`src/rtl/pwm_mode_select.sv`:
```
// rtl/pwm_mode_select.sv - debounced, period-aligned PWM group selector (optional SWITCH_BLANK_EN)
module pwm_mode_select #(
    parameter int NUM_MODES       = 4,
    parameter int NUM_CH          = 3,
    parameter int DEBOUNCE_CYCLES = 16,
    parameter int TICK_TIMEOUT    = 1024
) (
    input  logic                        clk,
    input  logic                        reset,
    input  logic [NUM_MODES-1:0]        sw,
    input  logic [NUM_MODES*NUM_CH-1:0] mode_pwm,
    input  logic                        period_tick,
    output logic [NUM_CH-1:0]           pwm_out,
    output logic [NUM_MODES-1:0]        active_mode,
    output logic                        pending,
    output logic                        sel_error
);

    localparam int DW = $clog2(DEBOUNCE_CYCLES + 1);
    localparam logic [DW-1:0] DEB_MAX = DW'(DEBOUNCE_CYCLES);
    localparam int TW = (TICK_TIMEOUT > 0) ? $clog2(TICK_TIMEOUT + 1) : 1;
    localparam logic [TW-1:0] TO_LAST = TW'((TICK_TIMEOUT > 0) ? TICK_TIMEOUT - 1 : 0);
    localparam bit TO_EN = (TICK_TIMEOUT > 0);
    localparam logic [NUM_MODES-1:0] ONE = NUM_MODES'(1);

`ifdef SWITCH_BLANK_EN
    typedef enum logic [1:0] {RUN, PEND, BLANK} state_t;
`else
    typedef enum logic [0:0] {RUN, PEND} state_t;
`endif

    logic [NUM_MODES-1:0] sw_m, sw_s, sw_prev, req;
    logic [DW-1:0]        deb_cnt;
    logic                 stable, sw_onehot;
    state_t               state, state_nx;
    logic [NUM_MODES-1:0] active_nx;
    logic [TW-1:0]        tcnt, tcnt_nx;
    logic                 timeout_hit;
    logic [NUM_CH-1:0]    sel_lanes;

    assign stable      = (sw_s == sw_prev);
    assign sw_onehot   = (sw_s != '0) && ((sw_s & (sw_s - ONE)) == '0);
    assign timeout_hit = TO_EN && (tcnt == TO_LAST);
    assign pending     = (state != RUN);

    // Synchronise the switches, count stable cycles, accept a validated request
    always_ff @(posedge clk or negedge reset) begin
        if (!reset) begin
            sw_m      <= '0;
            sw_s      <= '0;
            sw_prev   <= '0;
            deb_cnt   <= '0;
            req       <= '0;
            sel_error <= 1'b0;
        end else begin
            sw_m    <= sw;
            sw_s    <= sw_m;
            sw_prev <= sw_s;
            if (!stable)
                deb_cnt <= '0;
            else if (deb_cnt != DEB_MAX)
                deb_cnt <= deb_cnt + 1'b1;
            // Only accept when the value is still unchanged this cycle
            if (stable && (deb_cnt == DEB_MAX)) begin
                req       <= sw_onehot ? sw_s : '0;
                sel_error <= !sw_onehot;
            end
        end
    end

    // Mode FSM state, active group and timeout counter registers
    always_ff @(posedge clk or negedge reset) begin
        if (!reset) begin
            state       <= RUN;
            active_mode <= '0;
            tcnt        <= '0;
        end else begin
            state       <= state_nx;
            active_mode <= active_nx;
            tcnt        <= tcnt_nx;
        end
    end

    // Next-state: wait in PEND for a period boundary (or timeout) before switching
    always_comb begin
        state_nx  = state;
        active_nx = active_mode;
        tcnt_nx   = tcnt;
        case (state)
            RUN: begin
                if (req != active_mode) begin
                    state_nx = PEND;
                    tcnt_nx  = '0;
                end
            end
            PEND: begin
                if (req == active_mode) begin
                    state_nx = RUN;
                end else if (period_tick || timeout_hit) begin
                    active_nx = req;
`ifdef SWITCH_BLANK_EN
                    state_nx  = BLANK;
`else
                    state_nx  = RUN;
`endif
                end else begin
                    tcnt_nx = tcnt + 1'b1;
                end
            end
`ifdef SWITCH_BLANK_EN
            BLANK: begin
                if (period_tick)
                    state_nx = RUN;
            end
`endif
            default: state_nx = RUN;
        endcase
    end

    // Pick the lanes of the active group; nothing when no group is active
    always_comb begin
        sel_lanes = '0;
        for (int m = 0; m < NUM_MODES; m++) begin
            if (active_mode[m])
                sel_lanes = sel_lanes | mode_pwm[m*NUM_CH +: NUM_CH];
        end
    end

    // Registered output stage
    always_ff @(posedge clk or negedge reset) begin
        if (!reset) begin
            pwm_out <= '0;
        end else begin
`ifdef SWITCH_BLANK_EN
            pwm_out <= (state == BLANK) ? '0 : sel_lanes;
`else
            pwm_out <= sel_lanes;
`endif
        end
    end

endmodule
```
`config.mk`:
```
export PLATFORM = sky130hd
export DESIGN_NAME = pwm_mode_select
export DESIGN_NICKNAME = d
export VERILOG_FILES = /design/src/rtl/pwm_mode_select.sv
export SDC_FILE = /design/constraint.sdc
export NUM_CORES = 1
export LEC_CHECK = 0
export BUFFER_PORTS_ARGS = -buffer_cell sky130_fd_sc_hd__buf_2
export CAP_MARGIN = 30
export CORE_ASPECT_RATIO = 0.75
export CORE_MARGIN = 5
export CORE_UTILIZATION = 58
export CTS_BUF_LIST = sky130_fd_sc_hd__clkbuf_8
export CTS_CLUSTER_DIAMETER = 120
export DETAILED_ROUTE_END_ITERATION = 6
export HOLD_SLACK_MARGIN = 0.15
export PLACE_DENSITY_LB_ADDON = 0.15
export REMOVE_ABC_BUFFERS = 1
export SETUP_SLACK_MARGIN = 0.3
export SYNTH_ARGS = -nofsm -noshare
export SYNTH_HDL_FRONTEND = slang
export SYNTH_SLANG_ARGS = --single-unit
```
`constraint.sdc`:
```
create_clock -name clk -period 4.01 [get_ports clk]
set_input_delay 0.802 -clock clk [delete_from_list [all_inputs] [get_ports clk]]
set_output_delay 0.802 -clock clk [all_outputs]
set_load 0.01 [all_outputs]
```
-- Word-level counts from Yosys, hierarchy flattened
Cells that the tools add are included.
- output and inout bits: 9
- bits of input ports: 19
- logic and storage cells: 52
- register bits: 41
- equality and inequality tests: 10
- reductions and logical operators: 8
- bitwise gates (word level): 6
- $add $sub $neg: 3
- multiplexer cells: 15
- operator list (kind ; count):
    $mux W11 ; 3
    $pmux W11 S2 ; 1
    $mux W3 ; 4
    $add A11 B1 Y11 const B ; 1
    $eq A11 B10 Y1 const B ; 1
    $mux W5 ; 2
    $or A3 B3 Y3 ; 3
    $eq A4 B4 Y1 ; 2
    $ne A2 B2 Y1 const B ; 3
    $reduce_and A3 Y1 ; 2
    $add A5 B1 Y5 const B ; 1
    $eq A5 B5 Y1 const B ; 1
    $ne A5 B5 Y1 const B ; 1
    $and A4 B4 Y4 ; 1
    $logic_not A4 Y1 ; 1
    $mux W4 ; 1
    $ne A4 B4 Y1 ; 1
    $reduce_bool A4 Y1 ; 1
    $sub A4 B1 Y4 const B ; 1
    $mux W1 ; 3
    $logic_and A1 B1 Y1 ; 2
    $ne A2 B1 Y1 const B ; 1
    $not A1 Y1 ; 2
    $pmux W1 S2 ; 1
    2 further kinds ; 2

-- Depth between registers and ports, before layout
Gate-level depths: netlist of the first run.
- depth in word-level cells: 7
- gate-level depth with buffers: 6
- depth with buffers taken out: 6

-- Worst setup path before layout of the first run
OpenSTA, ideal clock, no wires.
- path type: register -> register
- start: register tcnt[0]
- end: register tcnt[5]
- data required time: 3884 ps
- path buffers: 1
- data arrival time: 1616 ps
- path slack: 2268 ps
- cell stages (with the launch flop): 7
- clock period less this slack: 1742 ps
- library setup time: 126 ps
- path through: dfrtp_1 -> ha_1 -> nand4_1 -> nor3_1 -> a221o_1 -> buf_2 -> a221o_1
- cells in the longest elaborated chain, start to end: 4
- elaborated cells on any way between the ends: 8
- classes of those cells: 1 x add/sub; 2 x eq/ne; 3 x mux; 2 x reduce/logical
- RTL lines (what ; RTL line ; text):
    from (decl) ; 37 ; logic [TW-1:0] tcnt, tcnt_nx;
    from (signal assigned) ; 80 ; tcnt <= tcnt_nx;
    $add A11 B1 Y11 / $eq A11 B10 Y1 (equally long branches) ; 107, 43 ;
    $mux W11 / $logic_or A1 B1 Y1 (equally long branches) ; 99 ; end else if (period_tick || timeout_hit) begin
    $mux W11 / $ne A2 B2 Y1 (equally long branches) ; - ;
    $pmux W11 S2 / $reduce_and A3 Y1 (equally long branches) ; - ;
Parallel ways exist; a longest one is shown, timed or not. The select of a mux whose other input is x is not followed.
A chain may end at the register's enable or synchronous reset.

-- Worst setup path after layout of the first run
- start: register tcnt[0]
- end: register tcnt[3]
The elaborated chain is that of the path after synthesis.

==> results.toml, run 1 <==
[status]
status = "complete, no violations"

[worst_setup_path]
r2r-start = "tcnt[0]$_DFFE_PN0P_"
start_kind = "flip-flop"
r2r-end = "tcnt[3]$_DFFE_PN0P_"
cp.required_ns = 4.24
ff2ff_setup_slack_ns = 1.92
critPathKind = "flip-flop to flip-flop"
cp.arrival_ns = 2.32
crit_fanout = 11
ff2ff_path_depth = 6
endpoint_kind = "flip-flop"

[cts]
cts_buffers = 5
clk_latency_ns = 0.29
cts-root-buf = "clkbuf_8"
path_clk_slew_ns = 0.07
clock-sinks = 41
holdBufCountCts = 0
cts_tree = "done"
clockBufferDepth = 2
post-cts-setup-buffers = 0
post_cts_resized = 0
cts-htree-levels = 2

[pwr]
p_per_area_mw_per_mm2 = 330
peakVddDrop_v = 0.000229
sw_frac_of_total_pct = 21.3
power.leakage_uw = 0.00102
clkPwrFrac_pct = 36.5
power.internal_uw = 568
p_comb_share_pct = 4.4
p_seq_share_pct = 59.1
p_sw_uw = 154

[timing]
relSlewSlack_pct = 42.3
skew_ns = 0.00159
fmax_ghz = 0.479
finalSetupViolations = 0
rsz0062_at_grt = "no"
tightestPinTransition_ns = 0.865
hold_viol_final = 0
slew_viol_final = 0
setup_tns_ns = 0
fin_crit_sh_pct = 52.1
finalCriticalPeriod_ns = 2.09

[global_routing]
antenna_found_initial = 0
use_met1_pct = 23.8
grt_pass1_vias = 1408
track_usage_pct = 18.4
grt_pass1_wl_um = 6670
busiest_layer = "met2"
global_route.usage.met3_pct = 5.12
grt_max_degree = 42
use_met2_pct = 29.3
gr-total-overflow = 0

[detailed_routing]
antenna_left = 0
drc = 0
first_pass_iters = 4
drt-wirelength-per-cell_um = 16.1
drt-initial-drc-count = 83
via_count = 1453
routed_wl_um = 3820
vias_per_cell = 6.13

[finish]
final_nets = 219
num_antenna_cells = 0
layout-drive-gt1-share_pct = 23.4
final_cell_mix = "dfrtp_1, buf_2, nand2_1, nor3_1, nand3_1"
synthToLayoutAreaGrowth_pct = 12.8
layout_commonest_cell = "dfrtp_1"
final_util_pct = 67.0
final_cells = 237

[logic_synthesis]
yosys_warnings = 0
yosys_register_bits = 41
netlist_area_mm2 = 0.00194
syn_inst = 168
async_reset_ff_share_pct = 100
ys.flop_type = "dfrtp_1"
synth_edf_count = 0
synth_cell_type_count = 44
seq_area_frac_synth_pct = 52.9
yosys.area.top_type = "dfrtp_1"
synth_area_per_cell_um2 = 11.5
yosysTopAreaCellShare_pct = 52.9
synth_area_leaders = "dfrtp_1, xor2_1, a221o_1, mux2_1, xnor2_1"

[min_path]
hp-class = "flip-flop to flip-flop"
holdCritStartpoint = "sw_m[0]$_DFF_PN0_"
min_to = "sw_s[0]$_DFF_PN0_"
holdPathStages = 0

[die]
coreArea_mm2 = 0.00327
die_w_um = 76.8
die-area_mm2 = 0.00461
ioPinCount = 28
initial_utilization_pct = 59.4
die_y_um = 60.1
rows = 18

[placed_design]
place_inst = 230
dp_hpwl_um = 2760
globalplace.congestion = 0.956
port_buffers = 27

[job]
maxCapViolations = 0
flip-flops by register name, indices dropped and copies added (netlist names):
register	flops
active_mode	4
deb_cnt	5
pending	1
pwm_out	3
req	4
sel_error	1
sw_m	4
sw_prev	4
sw_s	4
tcnt	11
kinds of logic after synthesis:
kind of cell | after synthesis | share of synthesized area (%)
compound gates | 33 | 14.1
xor+xnor | 13 | 5.87
fa+ha+maj | 3 | 1.94
buf+inv | 14 | 3.29
flops | 41 | 52.9
mux | 7 | 3.94
simple gates | 57 | 17.9
critical path, stage by stage, from the launching register on:
cell	delay [ns]
dfrtp_1	0.45
ha_1	0.28
nand4_1	0.16
o41ai_2	0.07
buf_4	0.18
nor3_1	0.62
a221o_1	0.27
layout make-up:
cell class	count	area, um2
flip-flops and latches	41	1030
repair buffers	29	150
multi-input cells	113	850
clock buffers	6	82.6
fillers	252	1080
well taps	40	50.0
clock inverters	1	3.75
inverters	7	26.3
metrics by stage:
stage	setup WS [ns]	hold WS, ns	instance area, um2	total power (uW)
6_report	1.92	0.350	2190	722
5_1_grt	1.77	0.370	2190	753
4_1_cts	1.96	0.352	2190	733
3_5_place_dp	1.87	0.336	2100	467
3_3_place_gp	1.92	0.331	2100	464
2_1_floorplan	1.88	0.331	1900	446
how the worst max path moves through the flow:
stage,startpoint,endpoint,slack (ns),cells after the start
finish,tcnt[0]$_DFFE_PN0P_,tcnt[3]$_DFFE_PN0P_,1.92,6
global route,tcnt[0]$_DFFE_PN0P_,tcnt[7]$_DFFE_PN0P_,1.77,6
CTS,tcnt[0]$_DFFE_PN0P_,tcnt[3]$_DFFE_PN0P_,1.96,6
detailed placement,period_tick,tcnt[3]$_DFFE_PN0P_,1.87,6
global placement,period_tick,tcnt[7]$_DFFE_PN0P_,1.92,6
floorplan,active_mode[1]$_DFFE_PN0P_,tcnt[2]$_DFFE_PN0P_,1.88,4
Yosys cell counts, types with 3 or more instances:
cell type / n
dfrtp_1: 41
nand2_1: 9
nand3_1: 8
nor3_1: 8
xor2_1: 7
a221o_1: 6
a22oi_1: 6
nor2_1: 6
xnor2_1: 6
inv_1: 5
mux2_1: 5
o21ai_0: 5
a22o_1: 3
buf_2: 3
clkbuf_1: 3
ha_1: 3
nand2b_1: 3
nand4_1: 3
o21ai_1: 3
or4_1: 3
power by group through the flow:
stage | Combinational, uW | Sequential [uW] | Clock (uW)
detailed placement | 32.9 | 434 | 0
global placement | 30.9 | 434 | 0
floorplan | 12.8 | 433 | 0
CTS | 33.0 | 426 | 274
global route | 37.0 | 427 | 288
finish | 32.0 | 426 | 263
per-layer routing:
layer / routed length (um) / up-vias
li1: - / 677
met1: 1740 / 704
met2: 1710 / 64
met3: 297 / 8
met4: 70 / 0
met5: 0 / -
Note: power is estimated with default switching activity, not from simulation.
==> run 2: changes to the inputs <==
- CORE_UTILIZATION: 58 -> 53
- clock period: 4.01 -> 1.7 ns (I/O delays scaled with it)
==> results.toml, run 2 (same netlist as run 1, synthesis figures left out) <==
[status]
status = "complete, but fails checks"
violations = "negative setup slack"

[global_routing]
track_usage_pct = 18.4
grt_pass1_vias = 1545
gr-total-overflow = 0
grt_max_degree = 42
grt_pass1_wl_um = 7270
antenna_found_initial = 0

[pwr]
peakVddDrop_v = 0.000634
power.leakage_uw = 0.00127
p_per_area_mw_per_mm2 = 634

[worst_setup_path]
timing.critical_path.from = "tcnt[0]$_DFFE_PN0P_"
cp_num_cells = 5
cp.required_ns = 1.87
endpoint_kind = "flip-flop"
cp_top_family = "compound AO/OA/AOI/OAI gates"
critPathKind = "flip-flop to flip-flop"
worstPathCellList = "ha_2 > nand4_1 > nor3_2 > a221o_2 > a221o_1"
crit_path_end = "tcnt[6]$_DFFE_PN0P_"
r2r-start = "tcnt[0]$_DFFE_PN0P_"
cp_slowest_cell = "a221o_2"
ff2ff_setup_slack_ns = -0.05
start_kind = "flip-flop"
crit_buf_inv = 0
ff2ff_path_depth = 5
r2r-end = "tcnt[6]$_DFFE_PN0P_"
cp.arrival_ns = 1.92
max_stage_delay_ns = 0.43
crit_fanout = 5

[detailed_routing]
drc = 0
routed_wl_um = 4380
first_pass_iters = 4
drt-wirelength-per-cell_um = 15.0
vias_per_cell = 5.52
drt-initial-drc-count = 110
antenna_left = 0
via_count = 1611

[die]
die_y_um = 62.4
ioPinCount = 28
die-area_mm2 = 0.00498
initial_utilization_pct = 54.0
die_w_um = 79.9
rows = 19
coreArea_mm2 = 0.00359

[placed_design]
port_buffers = 27
post-place-ws_ns = -0.0622
dp_hpwl_um = 2900
globalplace.congestion = 0.851

[finish]
layout_commonest_cell = "dfrtp_1"
num_antenna_cells = 0
top_regs = "tcnt: 11 flops, deb_cnt: 5 flops"
layout-drive-gt1-share_pct = 44.2
final_nets = 261
synthToLayoutAreaGrowth_pct = 38.0
final_cell_mix = "dfrtp_1, buf_4, buf_2, nand2_1"
multiInputGateArea_um2 = 986
seqCellArea_mm2 = 0.00103
largest_reg_flops = 11
regMostFlops = "tcnt"
fillers = 249

[timing]
finalCriticalPeriod_ns = 1.75
final.setup.worst_slack_ns = -0.0493
rsz0062_at_grt = "yes"
finalSetupViolations = 6
slew_viol_final = 0
fin_crit_sh_pct = 103
fmax_ghz = 0.572
tightestPinTransition_ns = 0.500
skew_ns = 0.00485
relSlewSlack_pct = 66.7
setup_tns_ns = -0.235
hold_viol_final = 0

[cts]
cts_tree = "done"
path_clk_slew_ns = 0.07
cts-htree-levels = 2
clockBufferDepth = 2
clk_latency_ns = 0.28
cts-root-buf = "clkbuf_8"
clock-sinks = 41
cts_buffers = 5

[job]
maxCapViolations = 0

[min_path]
hp-class = "input port to flip-flop"
## run 2: cell count changes in the layout (fill, tap and decap cells not counted), sizes merged
cell         previous run  this run
a221o                   6         7
buf                    29        66
clkbuf                  6         5
dlygate4sd3             0         4
inv                     8        10
## run 2: worst min-delay path by stage
stage | startpoint | end | slack (ns) | cells past startpoint
6_report | sw[0] | sw_m[0]$_DFF_PN0_ | 0.16 | 1
4_1_cts | sw[2] | sw_m[2]$_DFF_PN0_ | 0.15 | 1
3_5_place_dp | sw_m[0]$_DFF_PN0_ | sw_s[0]$_DFF_PN0_ | 0.34 | 0
2_1_floorplan | reset | active_mode[0]$_DFFE_PN0P_ | 0.04 | 0
5_1_grt | sw[0] | sw_m[0]$_DFF_PN0_ | 0.15 | 1
3_3_place_gp | sw_m[1]$_DFF_PN0_ | sw_s[1]$_DFF_PN0_ | 0.33 | 0
## run 2: timing repair
item                                    in CTS  in global routing
endpoints found under the hold margin       43                  1
pin swaps                                   20                  5
endpoints found under the setup margin      21                 21
hold buffers                                 3                  1
gates resized for setup                     19                 21
cloned                                       1                  0
buffers inserted                             9                  4
## run 2: where the power goes
part | total, uW | internal [uW] | leakage, uW | switching (uW)
clock | 576 | 273 | 0.0000519 | 303
sequential | 1000 | 991 | 0.000532 | 9.71
combinational | 120 | 59.3 | 0.000690 | 60.6
total | 1700 | 1320 | 0.00127 | 373
## run 2: cell type report
cell class	instances	area share [%]
Inverter	7	0.982
Clock inverter	3	0.421
Clock buffer	5	2.57
Tap cell	52	2.43
Timing Repair Buffer	70	18.3
Sequential cell	41	38.4
Multi-Input combinational cell	114	36.8
## run 2: metal layers
| layer | wire (um) | GRT usage (%) | up-vias |
|---|---|---|---|
| met2 | 2040 | 27.5 | 57 |
| li1 | - | - | 772 |
| met5 | 0 | 0 | - |
| met1 | 2010 | 26.0 | 778 |
| met4 | 27 | 6.33 | 0 |
| met3 | 309 | 4.76 | 4 |
## run 2: per-stage QoR
step                power [uW]  cell area (um2)  utilization [%]  hold WS, ns  cells
detailed placement        1110             2300             64.0        0.340    266
finish                    1700             2680             74.6        0.161    292
global placement          1110             2300             64.0        0.332    266
CTS                       1700             2550             71.1        0.152    287
floorplan                 1050             1900                -       0.0444    161
global route              1790             2680             74.6        0.154    292
